**src/rtl/shift_left_logical_core.sv**
```systemverilog
// Logical left barrel shifter built from log2(N) cascaded 2:1 mux stages.
// The result is available combinationally and as a once-registered copy.
module shift_left_logical_core #(
    parameter  int N = 32,
    localparam int S = $clog2(N)
) (
    input  logic         clk,
    input  logic         rst_n,
    input  logic [N-1:0] in,
    input  logic [S-1:0] shamt,
    output logic [N-1:0] out,
    output logic [N-1:0] out_q,
    output logic [S-1:0] shamt_q
);

    logic [N-1:0] out_d;
    logic [S-1:0] shamt_d;

    // Stage k moves every bit up by 2**k when shamt[k] is set; the low bits fill with zero.
    for (genvar k = 0; k < S; k++) begin : g_stage
        logic [N-1:0] src_s;
        logic [N-1:0] dst_s;

        if (k == 0) begin : g_first
            assign src_s = in;
        end else begin : g_chain
            assign src_s = g_stage[k-1].dst_s;
        end

        for (genvar i = 0; i < N; i++) begin : g_bit
            if (i >= (2 ** k)) begin : g_move
                assign dst_s[i] = shamt[k] ? src_s[i - (2 ** k)] : src_s[i];
            end else begin : g_fill
                assign dst_s[i] = shamt[k] ? 1'b0 : src_s[i];
            end
        end
    end

    assign out = g_stage[S-1].dst_s;

    // Next-state values for the pipelined copy.
    always_comb begin
        out_d   = out;
        shamt_d = shamt;
    end

    // Pipelined copy of the result and its shift amount, cleared asynchronously.
    always_ff @(posedge clk or negedge rst_n) begin
        if (!rst_n) begin
            out_q   <= {N{1'b0}};
            shamt_q <= {S{1'b0}};
        end else begin
            out_q   <= out_d;
            shamt_q <= shamt_d;
        end
    end

endmodule

```
**config.mk**
```make
export PLATFORM = sky130hd
export DESIGN_NAME = shift_left_logical_core
export DESIGN_NICKNAME = d
export VERILOG_FILES = /design/src/rtl/shift_left_logical_core.sv
export SDC_FILE = /design/constraint.sdc
export NUM_CORES = 1
export LEC_CHECK = 0
export BUFFER_PORTS_ARGS = -buffer_cell sky130_fd_sc_hd__buf_2
export CAP_MARGIN = 20
export CORE_MARGIN = 2
export CORE_UTILIZATION = 46
export CTS_BUF_LIST = sky130_fd_sc_hd__clkbuf_16
export DETAILED_ROUTE_END_ITERATION = 10
export GPL_ROUTABILITY_DRIVEN = 0
export PLACE_DENSITY = 0.81
export REMOVE_ABC_BUFFERS = 1
export SLEW_MARGIN = 40
export SYNTH_ARGS = -nofsm -noshare
export SYNTH_HDL_FRONTEND = slang
export SYNTH_SLANG_ARGS = --single-unit
```
**constraint.sdc**
```tcl
create_clock -name clk -period 2.9 [get_ports clk]
set_input_delay 0.145 -clock clk [delete_from_list [all_inputs] [get_ports clk]]
set_output_delay 0.145 -clock clk [all_outputs]
set_load 0.02 [all_outputs]
```
==> impl_metrics.py <==
metrics = {
    "route": {
        "via_per_inst": 6.12,
        "route.final.wire_length_um": 7650,
        "num_vias": 2485,
        "drtPass1Iterations": 4,
        "drc_errors": 0,
        "wire_per_inst_um": 18.8,
        "antenna_left": 0,
        "drt_iter0_markers": 228,
    },
    "logic_synthesis": {
        "yosysUniqueCellTypes": 51,
        "netlist.area_leader.share_pct": 33.8,
        "synthCells": 232,
        "ys_warn_count": 0,
        "ys.flop_type": "dfrtp_1",
        "synth.avg_cell_area_um2": 11.8,
        "synth_top_cell_by_area": "dfrtp_1",
        "synth_area_leaders": "dfrtp_1, mux4_2, mux4_1, mux2_2, mux2i_1",
        "seq_area_frac_synth_pct": 33.8,
        "async_flop_share_pct": 100,
        "syn_area_mm2": 0.00274,
        "synth-edff-count": 0,
        "synth-seq-cells": 37,
    },
    "placed_design": {
        "post_dp_cell_area_mm2": 0.00326,
        "dpl.cell_count": 397,
        "post-dp-hpwl_um": 5760,
        "port_buffers": 107,
    },
    "run": {
        "maxCapViolations": 0,
    },
    "final_layout": {
        "drive_gt1_share_pct": 47.7,
        "regArea_um2": 926,
        "num_antenna_cells": 0,
        "multi_input_comb_area_mm2": 0.00167,
        "nNetsFinal": 369,
        "stdcell_count": 406,
        "final_area_mm2": 0.00347,
        "final.fill_count": 502,
        "utilization_pct": 59.3,
        "area_delta_synth_final_pct": 26.8,
    },
    "outcome": {
        "status": "completed",
    },
    "timing": {
        "post-route-period-util_pct": 84.7,
        "tightestPinTransition_ns": 0.643,
        "hold_viol": 0,
        "slew_headroom_pct": 57.2,
        "max_clock_freq_mhz": 407,
        "fin_crit_ns": 2.46,
        "rsz0062_at_grt": "false",
        "fin_setup_tns_ns": 0,
        "setup_violations": 0,
        "slew_violations": 0,
    },
    "global_routing": {
        "antenna_found_initial": 0,
        "grt_remaining_overflow": 0,
        "grt_pass1_vias": 2330,
        "grt_usage_pct": 24.1,
        "grt_max_degree": 38,
        "grt_pass1_wl_um": 12000,
    },
    "power": {
        "leakage_nw": 1.64,
        "irDropWorstVdd_mv": 0.429,
        "internal-power_mw": 1.28,
        "pwr-share-clk_pct": 37.8,
        "total_power_mw": 1.85,
        "power_switching_mw": 0.574,
        "switching_share_pct": 31.0,
        "combPwrFrac_pct": 31.4,
        "powerDensity_mw_per_mm2": 534,
        "pwr-share-seq_pct": 30.8,
    },
    "critical_path": {
        "cp.required_ns": 2.76,
        "cp.arrival_ns": 2.31,
        "crit_fanout": 26,
        "crit_path_end_kind": "output port",
        "start_kind": "input port",
        "path_class": "input port to output port",
    },
    "floorplanning": {
        "num_rows": 28,
        "io_pins": 108,
        "die_w_um": 81.1,
        "core_area_mm2": 0.00585,
        "start_util_pct": 46.8,
        "die_y_um": 81.1,
        "fp.dieArea_mm2": 0.00658,
    },
    "clock_tree": {
        "cts_tree": "done",
        "cts.sinks": 37,
        "clockBufferDepth": 2,
        "root_buffer": "clkbuf_16",
        "cts_buffers": 5,
        "path_clk_slew_ns": 0.06,
        "htreeDepth": 2,
        "cts-resized-gates": 0,
    },
    "hold_path": {
        "hp-class": "input port to flip-flop",
    },
}
## placed cells by master (no fill, tap or decap), drive strengths merged, types with 2 or more instances in the layout
| cell type | instances |
|---|---|
| bufinv | 2 |
| a22o | 3 |
| o211a | 2 |
| o22ai | 6 |
| nand4 | 4 |
| inv | 4 |
| dfrtp | 37 |
| a22oi | 8 |
| mux4 | 27 |
| a211oi | 5 |
| nor2 | 16 |
| nor4 | 2 |
| o31ai | 2 |
| mux2 | 15 |
| a2bb2oi | 3 |
| nand3 | 2 |
| nor3b | 2 |
| mux2i | 13 |
| clkbuf | 5 |
| buf | 109 |
| a222oi | 2 |
| nand2b | 5 |
| o21ai | 8 |
| a21oi | 7 |
| o211ai | 6 |
| nand2 | 21 |
| nor2b | 2 |
| and2 | 2 |
## critical path: stages
cell and delay (ns):
buf_2 0.50, mux4_2 0.60, a222oi_1 0.51, o21a_1 0.20, o211ai_1 0.13, buf_2 0.20
## layout make-up
cell class              count  area share (%)
multi-input cells         172            48.0
flip-flops and latches     37            26.7
repair buffers            110            16.6
clock buffers               5            3.61
well taps                  75            2.70
clock inverters             3            1.98
inverters                   4           0.433
## power groups by stage
| stage | clock (mW) | combinational (mW) | sequential [mW] |
|---|---|---|---|
| 4_1_cts | 0.711 | 0.580 | 0.572 |
| 3_5_place_dp | 0 | 0.573 | 0.581 |
| 5_1_grt | 0.727 | 0.625 | 0.576 |
| 3_3_place_gp | 0 | 0.564 | 0.580 |
| 6_report | 0.700 | 0.581 | 0.572 |
| 2_1_floorplan | 0 | 0.280 | 0.644 |
## cell usage after synthesis (3+ instances only)
cell	n
clkbuf_1	6
o211ai_1	6
mux2_2	12
a21oi_1	6
buf_2	6
o21ai_0	5
dfrtp_1	37
a211oi_1	5
nor2_1	16
nand2b_1	5
a22oi_1	7
nand2_1	21
mux4_2	19
mux4_1	8
a22o_1	3
o22ai_1	6
o21ai_1	3
nand4_1	4
mux2i_1	12
## through the flow
| stage | hold WS, ns | setup slack, ns |
|---|---|---|
| CTS | 0.186 | 0.456 |
| finish | 0.194 | 0.445 |
| floorplan | -0.151 | 1.19 |
| detailed placement | 0.266 | 0.492 |
| global route | 0.204 | 0.274 |
| global placement | 0.250 | 0.532 |
## per-layer routing
layer / part of all wire (%) / GRT usage [%] / vias to the layer above
met5: 0 / 0 / -
met4: 2.6 / 11.4 / 0
met3: 8.8 / 4.67 / 18
met2: 48 / 36.4 / 127
met1: 41 / 33.6 / 1221
li1: - / - / 1119
## state kept, by name, summed over array words and instances, names as in the netlist
signal / flops
out_q: 32
shamt_q: 5
## timing repair
action | CTS | global route
hold endpoints to repair | 37 | 0
hold buffers | 1 | 0
buffers inserted | 0 | 0
## cell families (layout without fill, tap and decap cells)
family                 count (synthesis)  count (layout)  synth area share [%]
AO/OA/AOI/OAI                         57              57                  15.5
buffers and inverters                 23             122                  5.30
flip-flops                            37              37                  33.8
multiplexers                          55              55                  34.7
AND/OR/NAND/NOR                       60              60                  10.7
## final timing paths
check                      startpoint          to  slack [ns]  cells after the start
min in group asynchronous       rst_n   out_q[15]        0.36                      2
setup / recovery             shamt[0]     out[28]        0.44                      6
hold / removal               shamt[4]  shamt_q[4]        0.19                      1
max in group asynchronous       rst_n    out_q[5]        2.23                      2
Power figures use the tool's default switching activity.
